==> src/rtl/lab4_cmd_parser.sv <==
// lab4_cmd_parser: ASCII command parser for a UART-driven cipher front end.
// Commands: "L" + 8 hex digits + CR loads the seed, "E" + text + CR streams
// plaintext bytes, "D" + hex pairs + CR streams ciphertext bytes.
// Optional feature: define CMD_ECHO_EN to echo every received byte to tx_data.
module lab4_cmd_parser #(
  parameter int MSG_MAX = 32
) (
  input  logic        clk,
  input  logic        rst,
  input  logic [7:0]  rx_data,
  input  logic        rx_data_rdy,
  output logic [31:0] seed,
  output logic        seed_ld,
  output logic [7:0]  pt_byte,
  output logic        pt_vld,
  output logic [7:0]  ct_byte,
  output logic        ct_vld,
  output logic        msg_start,
  output logic        msg_end,
  output logic [1:0]  mode,
  output logic        err,
  output logic [7:0]  tx_data,
  output logic        tx_data_rdy
);

  // One counter serves both the 0..8 key digit count and the payload count.
  localparam int CNT_W = ($clog2(MSG_MAX + 1) > 4) ? $clog2(MSG_MAX + 1) : 4;

  localparam logic [7:0] CH_CR = 8'h0D;
  localparam logic [7:0] CH_L  = 8'h4C;
  localparam logic [7:0] CH_E  = 8'h45;
  localparam logic [7:0] CH_D  = 8'h44;

  // State encoding doubles as the mode output.
  typedef enum logic [1:0] {
    ST_IDLE = 2'b00,
    ST_LOAD = 2'b01,
    ST_ENC  = 2'b10,
    ST_DEC  = 2'b11
  } state_t;

  state_t           r_state;
  logic [31:0]      r_shadow;
  logic [CNT_W-1:0] r_cnt;
  logic [3:0]       r_hi;
  logic             w_hex_ok;
  logic [3:0]       w_nib;

  // Returns {is_hex, nibble}; letters a-f/A-F share low bits, +9 maps them to 10..15.
  function automatic logic [4:0] hex_decode(input logic [7:0] c);
    logic [4:0] res;
    res = 5'b0;
    if (c >= 8'h30 && c <= 8'h39) begin
      res = {1'b1, c[3:0]};
    end else if ((c >= 8'h41 && c <= 8'h46) || (c >= 8'h61 && c <= 8'h66)) begin
      res = {1'b1, c[3:0] + 4'd9};
    end
    return res;
  endfunction

  assign {w_hex_ok, w_nib} = hex_decode(rx_data);
  assign mode = r_state;

  // Command FSM with registered outputs; pulses last one cycle after the causing byte.
  always_ff @(posedge clk) begin
    if (rst) begin
      r_state   <= ST_IDLE;
      r_shadow  <= '0;
      r_cnt     <= '0;
      r_hi      <= '0;
      seed      <= '0;
      pt_byte   <= '0;
      ct_byte   <= '0;
      seed_ld   <= 1'b0;
      pt_vld    <= 1'b0;
      ct_vld    <= 1'b0;
      msg_start <= 1'b0;
      msg_end   <= 1'b0;
      err       <= 1'b0;
    end else begin
      seed_ld   <= 1'b0;
      pt_vld    <= 1'b0;
      ct_vld    <= 1'b0;
      msg_start <= 1'b0;
      msg_end   <= 1'b0;
      err       <= 1'b0;
      if (rx_data_rdy) begin
        unique case (r_state)
          ST_IDLE: begin
            r_cnt    <= '0;
            r_shadow <= '0;
            if (rx_data == CH_L) begin
              r_state <= ST_LOAD;
            end else if (rx_data == CH_E) begin
              r_state   <= ST_ENC;
              msg_start <= 1'b1;
            end else if (rx_data == CH_D) begin
              r_state   <= ST_DEC;
              msg_start <= 1'b1;
            end
          end
          ST_LOAD: begin
            if (rx_data == CH_CR) begin
              if (r_cnt == CNT_W'(8)) begin
                seed    <= r_shadow;
                seed_ld <= 1'b1;
              end else begin
                err <= 1'b1;
              end
              r_state <= ST_IDLE;
            end else if (!w_hex_ok || r_cnt == CNT_W'(8)) begin
              err     <= 1'b1;
              r_state <= ST_IDLE;
            end else begin
              r_shadow <= {r_shadow[27:0], w_nib};
              r_cnt    <= r_cnt + CNT_W'(1);
            end
          end
          ST_ENC: begin
            if (rx_data == CH_CR) begin
              msg_end <= 1'b1;
              r_state <= ST_IDLE;
            end else if (r_cnt == CNT_W'(MSG_MAX)) begin
              err     <= 1'b1;
              r_state <= ST_IDLE;
            end else begin
              pt_byte <= rx_data;
              pt_vld  <= 1'b1;
              r_cnt   <= r_cnt + CNT_W'(1);
            end
          end
          ST_DEC: begin
            if (rx_data == CH_CR) begin
              // An odd digit count leaves a dangling high nibble.
              if (r_cnt[0]) begin
                err <= 1'b1;
              end else begin
                msg_end <= 1'b1;
              end
              r_state <= ST_IDLE;
            end else if (!w_hex_ok || r_cnt == CNT_W'(MSG_MAX)) begin
              err     <= 1'b1;
              r_state <= ST_IDLE;
            end else begin
              if (!r_cnt[0]) begin
                r_hi <= w_nib;
              end else begin
                ct_byte <= {r_hi, w_nib};
                ct_vld  <= 1'b1;
              end
              r_cnt <= r_cnt + CNT_W'(1);
            end
          end
          default: r_state <= ST_IDLE;
        endcase
      end
    end
  end

`ifdef CMD_ECHO_EN
  // Echo every received byte regardless of parser state.
  always_ff @(posedge clk) begin
    if (rst) begin
      tx_data     <= '0;
      tx_data_rdy <= 1'b0;
    end else begin
      tx_data_rdy <= rx_data_rdy;
      if (rx_data_rdy) begin
        tx_data <= rx_data;
      end
    end
  end
`else
  assign tx_data     = 8'h00;
  assign tx_data_rdy = 1'b0;
`endif

endmodule

==> config.mk <==
export PLATFORM = sky130hd
export DESIGN_NAME = lab4_cmd_parser
export DESIGN_NICKNAME = d
export VERILOG_FILES = /design/src/rtl/lab4_cmd_parser.sv
export SDC_FILE = /design/constraint.sdc
export NUM_CORES = 1
export LEC_CHECK = 0
export BUFFER_PORTS_ARGS = -buffer_cell sky130_fd_sc_hd__buf_2
export CAP_MARGIN = 20
export CORE_AREA = 5 5 80 100
export DETAILED_ROUTE_END_ITERATION = 12
export DIE_AREA = 0 0 85 105
export PLACE_DENSITY = 0.81
export SYNTH_ARGS = -nofsm -noshare
export SYNTH_HDL_FRONTEND = slang
export SYNTH_SLANG_ARGS = --single-unit
==> constraint.sdc <==
create_clock -name clk -period 6.8 [get_ports clk]
set_input_delay 0.68 -clock clk [delete_from_list [all_inputs] [get_ports clk]]
set_output_delay 0.68 -clock clk [all_outputs]
set_load 0.1 [all_outputs]
==> results of run 1 <==
## layout make-up
| class | instances | area [um2] |
|---|---|---|
| Fill cell | 572 | 2380 |
| Inverter | 6 | 22.5 |
| Sequential cell | 98 | 1960 |
| Clock inverter | 7 | 81.3 |
| Multi-Input combinational cell | 286 | 1820 |
| Timing Repair Buffer | 72 | 390 |
| Clock buffer | 9 | 124 |
| Tap cell | 90 | 113 |
## metal layers
metal  routed length [um]  part of all wire (%)  track usage (%)
met1                 3850                    44             24.9
met2                 4200                    48             32.8
met5                    0                     0                0
met4                  229                   2.6             10.1
met3                  521                   5.9             5.04
## flip-flops by register name, summed over array words and instances, names as in the netlist, 2 cells and up
signal,flops
ct_byte,8
seed,32
r_hi,4
r_shadow,32
pt_byte,8
r_cnt,6
mode,2
## cell families (layout without fill, tap and decap cells)
group	after synthesis	in the layout	share of synthesized area (%)
buffers and inverters	43	94	5.20
adders and majority gates	5	5	1.59
and+or+nand+nor	149	149	18.3
AOI/OAI and AO/OA	101	101	19.5
muxes	22	22	5.59
DFF	98	98	49.8
other	1	9	0.0951
## report_power, final
part | internal, mW | leakage [nW] | switching (mW)
logic | 0.0106 | 0.875 | 0.0478
clock network | 0.147 | 0.103 | 0.225
registers | 0.574 | 0.789 | 0.000584
## through the flow
| step | std cells | hold slack, ns | area (um2) |
|---|---|---|---|
| 2_1_floorplan | 427 | 0.436 | 3970 |
| 3_3_place_gp | 550 | 0.436 | 4280 |
| 3_5_place_dp | 550 | 0.443 | 4280 |
| 4_1_cts | 566 | 0.455 | 4480 |
| 5_1_grt | 568 | 0.477 | 4510 |
| 6_report | 568 | 0.456 | 4510 |
## worst register-to-register path: cells and delay by family (launching register included)
kind	cells	cell delay (ns)
AND/OR/NAND/NOR	4	1.73
AO/OA/AOI/OAI	1	0.06
buffers and inverters	2	0.51
flip-flops	1	0.43
adder cells (fa/ha/maj)	1	0.15
## final timing paths
kind,slack [ns],startpoint,end,cells after the start
setup / recovery,3.77,r_cnt[0],seed[26],8
hold / removal,0.46,seed[29],seed[29],2
setup reg to reg,3.77,r_cnt[0],seed[26],8
hold reg to reg,0.46,seed[29],seed[29],2
## layout by cell type, fill, tap and decap left out, drive strengths merged, types with 4 or more instances in the layout
cell and instances:
a22o 33, conb 9, nor2b 4, nand2b 6
nand2 71, clkinv 4, a21oi 37, a2111oi 5
dfxtp 98, nand3 5, inv 9, buf 72
mux2i 22, nor2 32, nor3 4, ha 5
nor3b 7, clkbuf 9
==> results.sh, run 1 <==
export IMPL_outcome="complete, no violations"
export IMPL_synth_seq_area_share_pct=49.8
export IMPL_core_area_um2=6890
export IMPL_fin_total_pwr_mw=1.00
export IMPL_critical_path_top_delay_family="simple AND/OR/NAND/NOR gates"
export IMPL_hpwlAfterDp_mm=6.07
export IMPL_p_leak_nw=1.77
export IMPL_antenna_found_initial=0
export IMPL_cts_resized_gates=0
export IMPL_layout_min_cycle_time_ns=3.03
export IMPL_grt_pass1_wl_mm=15.0
export IMPL_io_buffer_count=66
export IMPL_drc_errors=0
export IMPL_synth_ff_type="dfxtp_1"
export IMPL_clkSinkCount=98
export IMPL_worst_path_buf_inv=2
export IMPL_ys_seq_elements=98
export IMPL_clk_pin_slew_ns=0.10
export IMPL_synth_area_um2=3940
export IMPL_hp_class="flop to flop"
export IMPL_finalWorstSetupSlack_ns=3.77
export IMPL_yosysTopAreaCell="dfxtp_1"
export IMPL_ios=76
export IMPL_cts_root_buf="clkbuf_8"
export IMPL_cts_max_level=3
export IMPL_fmax_mhz=330
export IMPL_utilization_pct=65.5
export IMPL_critPathMaxStageDelay_ns=0.61
export IMPL_end_kind="flop"
export IMPL_worstPathRequired_ns=7.03
export IMPL_overflow=0
export IMPL_tightest_slew_ns=0.809
export IMPL_via_per_inst=5.61
export IMPL_hold_viol_final=0
export IMPL_yosys_area_top_type_share_pct=49.8
export IMPL_numCtsBuffers=9
export IMPL_worst_setup_path_type="flop to flop"
export IMPL_drt_iter0_drc=228
export IMPL_rsz0062_at_grt="no"
export IMPL_cts_tree="built"
export IMPL_wl_per_cell_um=15.5
export IMPL_min_period_over_period_pct=44.5
export IMPL_final_nets=489
export IMPL_yosys_top_cells_area="dfxtp_1, a22o_1, nand2_1"
export IMPL_start_kind="flop"
export IMPL_cp_max_fo=18
export IMPL_slew_limit_headroom_pct=45.7
export IMPL_dieArea_um2=8930
export IMPL_async_flop_share_pct=0
export IMPL_grt_start_max_net_pins=72
export IMPL_grt_pass1_vias=3154
export IMPL_drive_gt1_share_pct=20.3
export IMPL_rows=34
export IMPL_n_antenna_cell=0
export IMPL_cts_buffer_depth=2
export IMPL_yosysUniqueCellTypes=54
export IMPL_yosysMostFrequentCell="dfxtp_1"
export IMPL_die_h_um=105
export IMPL_yosys_warnings=0
export IMPL_drt_pass1_iter_count=4
export IMPL_tns_ns=0
export IMPL_num_vias=3187
export IMPL_gp_congestion=0.866
export IMPL_antenna_left=0
export IMPL_syn_avg_cell_area_um2=9.41
export IMPL_irDropWorstVdd_mv=0.145
export IMPL_place_ws_ns=3.44
export IMPL_area_growth_pct=14.4
export IMPL_max_cap_viol_count=0
export IMPL_finalSetupViolCount=0
export IMPL_cpMaxStageDelayCell="nand3_1"
export IMPL_fin_skew_ns=0.0127
export IMPL_clk_latency_ns=0.37
export IMPL_ctsHoldBuffers=0
export IMPL_p_per_area_nw_per_um2=223
export IMPL_track_usage_pct=20.3
export IMPL_die_w_um=85
export IMPL_synth_cells=419
export IMPL_slew_violations=0
export IMPL_crit_chain="inv_1 -> ha_1 -> or3b_2 -> nor4b_2 -> nand3_1 -> buf_8 -> nand2_1 -> a21oi_1"
export IMPL_routed_wl_mm=8.80
export IMPL_critical_path_arrival_ns=3.25
export IMPL_start_util_pct=57.2
export IMPL_cts_setup_buffers=0
export IMPL_synthTopCellsByCount="dfxtp_1, nand2_1, a21oi_1, a22o_1, nor2_1"
export IMPL_synth_edf_count=0
No activity file was read; power rests on OpenSTA's default activity.
==> run 2, diff against run 1 <==
- CORE_AREA: 5 5 80 100 -> 5 5 87 109
- DIE_AREA: 0 0 85 105 -> 0 0 92 114
- PLACE_DENSITY: 0.81 -> 0.72
- clock period: 6.8 -> 2.7 ns (I/O delays scaled with it)
==> run 2 against run 1 <==
  * Clock power grew to 2.5 times the previous value
  * Via count is 0.28% higher
  * Global-route usage is 3.3 points lower
  * Non-clock buffer count is 5 higher
  * First-iteration DRC count is 17% lower
  * Largest cell class unchanged
  * Largest power group unchanged
  * Sequential share of layout area is 0.45 points lower
  * Critical path type unchanged
  * Worst hold slack worse by 0.25 ns
  * Worst setup slack worse by 3.4 ns
==> results.sh, run 2 (synthesis results as in run 1) <==
export IMPL_outcome="complete, no violations"
export IMPL_drt_pass1_iter_count=4
export IMPL_core_area_um2=8460
export IMPL_end_kind="flop"
export IMPL_place_ws_ns=0.186
export IMPL_antenna_left=0
export IMPL_fmax_mhz=432
export IMPL_grt_pass1_wl_mm=14.4
export IMPL_nFillCells=773
export IMPL_cp_max_fo=32
export IMPL_fin_skew_ns=0.00823
export IMPL_cts_setup_buffers=0
export IMPL_worstPathRequired_ns=2.96
export IMPL_max_cap_viol_count=0
export IMPL_min_period_over_period_pct=85.8
export IMPL_clk_pin_slew_ns=0.09
export IMPL_wl_per_cell_um=14.8
export IMPL_drt_iter0_drc=190
export IMPL_gp_congestion=0.898
export IMPL_track_usage_pct=16.9
export IMPL_hold_ws_ns=0.201
export IMPL_area_growth_pct=15.6
export IMPL_critical_path_arrival_ns=2.58
export IMPL_num_vias=3196
export IMPL_min_from="rx_data[5]"
export IMPL_worst_setup_path_type="flop to flop"
export IMPL_cts_buffer_depth=2
export IMPL_drc_errors=0
export IMPL_numCtsBuffers=9
export IMPL_min_to="pt_byte[5]"
export IMPL_p_leak_nw=1.79
export IMPL_routed_wl_mm=8.64
export IMPL_n_antenna_cell=0
export IMPL_r2r_cells=8
export IMPL_ctsHoldBuffers=0
export IMPL_rows=38
export IMPL_grt_start_max_net_pins=41
export IMPL_antenna_found_initial=0
export IMPL_die_w_um=92
export IMPL_dieArea_um2=10500
export IMPL_io_buffer_count=66
export IMPL_start_kind="flop"
export IMPL_clkSinkCount=98
export IMPL_die_h_um=114
export IMPL_utilization_pct=53.9
export IMPL_via_per_inst=5.48
export IMPL_cts_resized_gates=0
export IMPL_cts_root_buf="clkbuf_8"
export IMPL_rsz0062_at_grt="no"
export IMPL_ios=76
export IMPL_slew_violations=0
export IMPL_layout_min_cycle_time_ns=2.32
export IMPL_cts_tree="built"
export IMPL_start_util_pct=46.6
export IMPL_finalWorstSetupSlack_ns=0.384
export IMPL_rrSetupSlack_ns=0.38
export IMPL_cts_max_level=3
export IMPL_tns_ns=0
export IMPL_timing_rr_end="r_shadow[26]"
export IMPL_finalSetupViolCount=0
export IMPL_mostFrequentLayoutCells="dfxtp_1, nand2_1, buf_2"
export IMPL_tightest_slew_ns=0.725
export IMPL_final_nets=494
export IMPL_slew_limit_headroom_pct=51.7
export IMPL_whs_path_depth=3
export IMPL_p_per_area_nw_per_um2=555
export IMPL_hpwlAfterDp_mm=6.02
export IMPL_r2r_start="r_cnt[0]"
export IMPL_drive_gt1_share_pct=20.7
export IMPL_reg_largest_list="r_shadow: 32 flops, seed: 32 flops"
export IMPL_clk_latency_ns=0.37
export IMPL_grt_pass1_vias=3061
export IMPL_irDropWorstVdd_mv=0.379
export IMPL_final_common_cell="dfxtp_1"
export IMPL_hp_class="input port to flop"
export IMPL_hold_viol_final=0
export IMPL_overflow=0
[run 2: cell types whose count changed in the layout (fill, tap and decap cells not counted), moves of 2 or more]
cell | previous run | this run
buf_4 | 4 | 9
clkinv_8 | 2 | 0
buf_12 | 0 | 2
clkbuf_1 | 0 | 2
inv_8 | 2 | 0
buf_8 | 2 | 0
[run 2: per-stage QoR]
step / instance area, um2 / instances / power [mW]
after global routing: 4560 / 583 / 2.64
after global placement: 4370 / 567 / 1.63
after floorplan: 3970 / 427 / 1.61
final: 4560 / 583 / 2.53
after CTS: 4560 / 583 / 2.56
after detailed placement: 4370 / 567 / 1.63
[run 2: critical path: stages (launching register included)]
cell and delay, ns:
dfxtp_1 0.32, inv_1 0.09, ha_1 0.15, or3b_2 0.51, nor3b_1 0.36, a21o_1 0.20
nor4_4 0.05, buf_4 0.26, a22o_1 0.26
[run 2: where the power goes]
group          switching, mW  leakage (nW)  internal (mW)
clock network          0.499        0.0983          0.436
logic                  0.121         0.902         0.0297
registers            0.00120         0.789           1.44
[run 2: worst max-delay path by stage]
stage	from	to	slack [ns]	cells past startpoint
final	r_cnt[0]	r_shadow[26]	0.38	8
after global routing	r_cnt[0]	r_shadow[27]	0.26	8
after CTS	r_cnt[0]	r_shadow[6]	0.38	8
after detailed placement	rx_data[3]	r_hi[1]	0.19	7
after global placement	rx_data[3]	ct_byte[3]	0.23	8
after floorplan	mode[1]	pt_byte[0]	0.08	6
[run 2: area by class of cell]
type                            instances  area (um2)  share of cell area [%]
Multi-Input combinational cell        286        1820                    39.9
Clock inverter                          5        61.3                    1.34
Inverter                                6        22.5                   0.494
Sequential cell                        98        1960                    43.0
Tap cell                              100         125                    2.74
Timing Repair Buffer                   77         438                    9.60
Clock buffer                           11         131                    2.88
[run 2: layer usage]
layer	routed length, um	vias to the layer above	track usage (%)	share of wire, %
met1	3910	1506	21.1	45
met3	485	18	4.42	5.6
met5	0	-	0	0
li1	-	1588	-	-
met4	209	0	8.42	2.4
met2	4040	84	27.2	47
==> run 3, diff against run 2 <==
- CORE_AREA: 5 5 87 109 -> 5 5 96 98
- DIE_AREA: 0 0 92 114 -> 0 0 101 103
- PLACE_DENSITY: 0.72 -> 0.73
==> run 3 against run 2 <==
  * Via count fell by 0.25%
  * Register-to-register slack lost 0.07 ns
  * Power down 0.53%
  * Sequential share of layout area decreased by 0.21 points
  * First-iteration DRC count shrank 8.9%
  * Combinational power hardly changed
  * Clock skew up 0.0065 ns
  * Highest routed layer unchanged
==> results.sh, run 3 (synthesis results as in run 1) <==
export IMPL_p_seq_share_pct=57.4
export IMPL_ctsHoldBuffers=0
export IMPL_end_kind="flop"
export IMPL_numCtsBuffers=9
export IMPL_tns_ns=0
export IMPL_drt_pass1_iter_count=4
export IMPL_core_area_um2=8380
export IMPL_grt_pass1_vias=2922
export IMPL_worst_setup_path_type="flop to flop"
export IMPL_cts_root_buf="clkbuf_8"
export IMPL_cpMaxStageDelayCell="or3b_2"
export IMPL_p_comb_share_pct=5.9
export IMPL_final_common_cell="dfxtp_1"
export IMPL_cts_tree="built"
export IMPL_dieArea_um2=10400
export IMPL_min_period_over_period_pct=88.2
export IMPL_r2r_start="r_cnt[0]"
export IMPL_place_ws_ns=0.219
export IMPL_p_leak_nw=1.80
export IMPL_drt_iter0_drc=173
export IMPL_n_antenna_cell=0
export IMPL_p_int_mw=1.84
export IMPL_cts_resized_gates=0
export IMPL_crit_chain="inv_1 -> ha_1 -> or3b_2 -> nor3b_1 -> a21o_1 -> nor4_4 -> buf_4 -> a22o_1"
export IMPL_pwr_share_clk_pct=36.7
export IMPL_fin_skew_ns=0.0147
export IMPL_antenna_found_initial=0
export IMPL_cp_max_fo=32
export IMPL_mostFrequentLayoutCells="dfxtp_1, nand2_1, buf_2"
export IMPL_cp_startpoint="r_cnt[0]"
export IMPL_start_kind="flop"
export IMPL_critical_path_arrival_ns=2.63
export IMPL_die_h_um=103
export IMPL_wl_per_cell_um=14.2
export IMPL_fin_total_pwr_mw=2.52
export IMPL_via_per_inst=5.38
export IMPL_grt_start_max_net_pins=50
export IMPL_cts_buffer_depth=2
export IMPL_worst_path_buf_inv=2
export IMPL_ios=76
export IMPL_irDropWorstVdd_mv=0.269
export IMPL_start_util_pct=47.0
export IMPL_outcome="complete, no violations"
export IMPL_reg_largest_list="r_shadow: 32 flops, seed: 32 flops"
export IMPL_rsz0062_at_grt="no"
export IMPL_die_w_um=101
export IMPL_critical_path_top_delay_family="simple AND/OR/NAND/NOR gates"
export IMPL_rows=34
export IMPL_hp_class="input port to flop"
export IMPL_hpwlAfterDp_mm=5.95
export IMPL_clk_pin_slew_ns=0.10
export IMPL_finalSetupViolCount=0
export IMPL_power_switching_uw=678
export IMPL_min_from="rx_data[5]"
export IMPL_max_cap_viol_count=0
export IMPL_area_growth_pct=16.2
export IMPL_layout_min_cycle_time_ns=2.38
export IMPL_worstPathRequired_ns=2.95
export IMPL_gp_congestion=0.849
export IMPL_finalWorstSetupSlack_ns=0.318
export IMPL_tightest_slew_ns=0.910
export IMPL_drive_gt1_share_pct=21.4
export IMPL_io_buffer_count=66
export IMPL_cts_max_level=3
export IMPL_num_vias=3188
export IMPL_routed_wl_mm=8.43
export IMPL_final_nets=496
export IMPL_track_usage_pct=16.2
export IMPL_slew_violations=0
export IMPL_hold_viol_final=0
export IMPL_fmax_mhz=420
export IMPL_switching_share_pct=26.9
export IMPL_critPathMaxStageDelay_ns=0.52
export IMPL_cts_setup_buffers=0
export IMPL_slew_limit_headroom_pct=39.4
export IMPL_clk_latency_ns=0.36
export IMPL_grt_pass1_wl_mm=13.8
export IMPL_clkSinkCount=98
export IMPL_drc_errors=0
export IMPL_p_per_area_nw_per_um2=550
export IMPL_antenna_left=0
export IMPL_overflow=0
==> run 3: routing by layer <==
layer	part of all wire [%]	global-route usage, %
met3	5.2	3.18
met1	47	21.9
met2	47	26.2
met5	0	0
met4	1.3	5.42
==> run 3: worst reg2reg max path, delay by kind of cell (launching register included) <==
kind                     cells  cell delay (ns)
AO/OA/AOI/OAI                2             0.47
adder cells (fa/ha/maj)      1             0.16
flip-flops                   1             0.33
AND/OR/NAND/NOR              3             0.98
buffers and inverters        2             0.36
==> run 3: path summary, 6_finish.rpt <==
check | to | slack, ns | depth (start not counted)
worst max-delay path | r_shadow[25] | 0.32 | 8
worst min-delay path | pt_byte[5] | 0.21 | 3
worst max register to register | r_shadow[25] | 0.32 | 8
worst min register to register | seed[24] | 0.45 | 2
==> run 3: power groups by stage <==
stage | registers (mW) | logic (mW) | clock network, mW
after floorplan | 1.48 | 0.123 | 0
after global placement | 1.48 | 0.144 | 0
after detailed placement | 1.48 | 0.147 | 0
after CTS | 1.45 | 0.148 | 0.950
after global routing | 1.45 | 0.157 | 1.01
final | 1.45 | 0.148 | 0.924
==> run 3: stage by stage <==
| step | utilization (%) | hold slack [ns] | instance area (um2) | std cells |
|---|---|---|---|---|
| 3_3_place_gp | 52.3 | 0.438 | 4380 | 577 |
| 5_1_grt | 54.7 | 0.215 | 4580 | 593 |
| 4_1_cts | 54.7 | 0.193 | 4580 | 593 |
| 2_1_floorplan | - | 0.418 | 3970 | 427 |
| 3_5_place_dp | 52.3 | 0.440 | 4380 | 577 |
| 6_report | 54.7 | 0.206 | 4580 | 593 |
==> run 3: final cells by class <==
class,count,area [um2]
fill,793,3800
tap,108,135
sequential,98,1960
multi-input combinational,286,1820
inverter,6,22.5
timing repair buffer,79,440
clock buffer,9,124
clock inverter,7,78.8
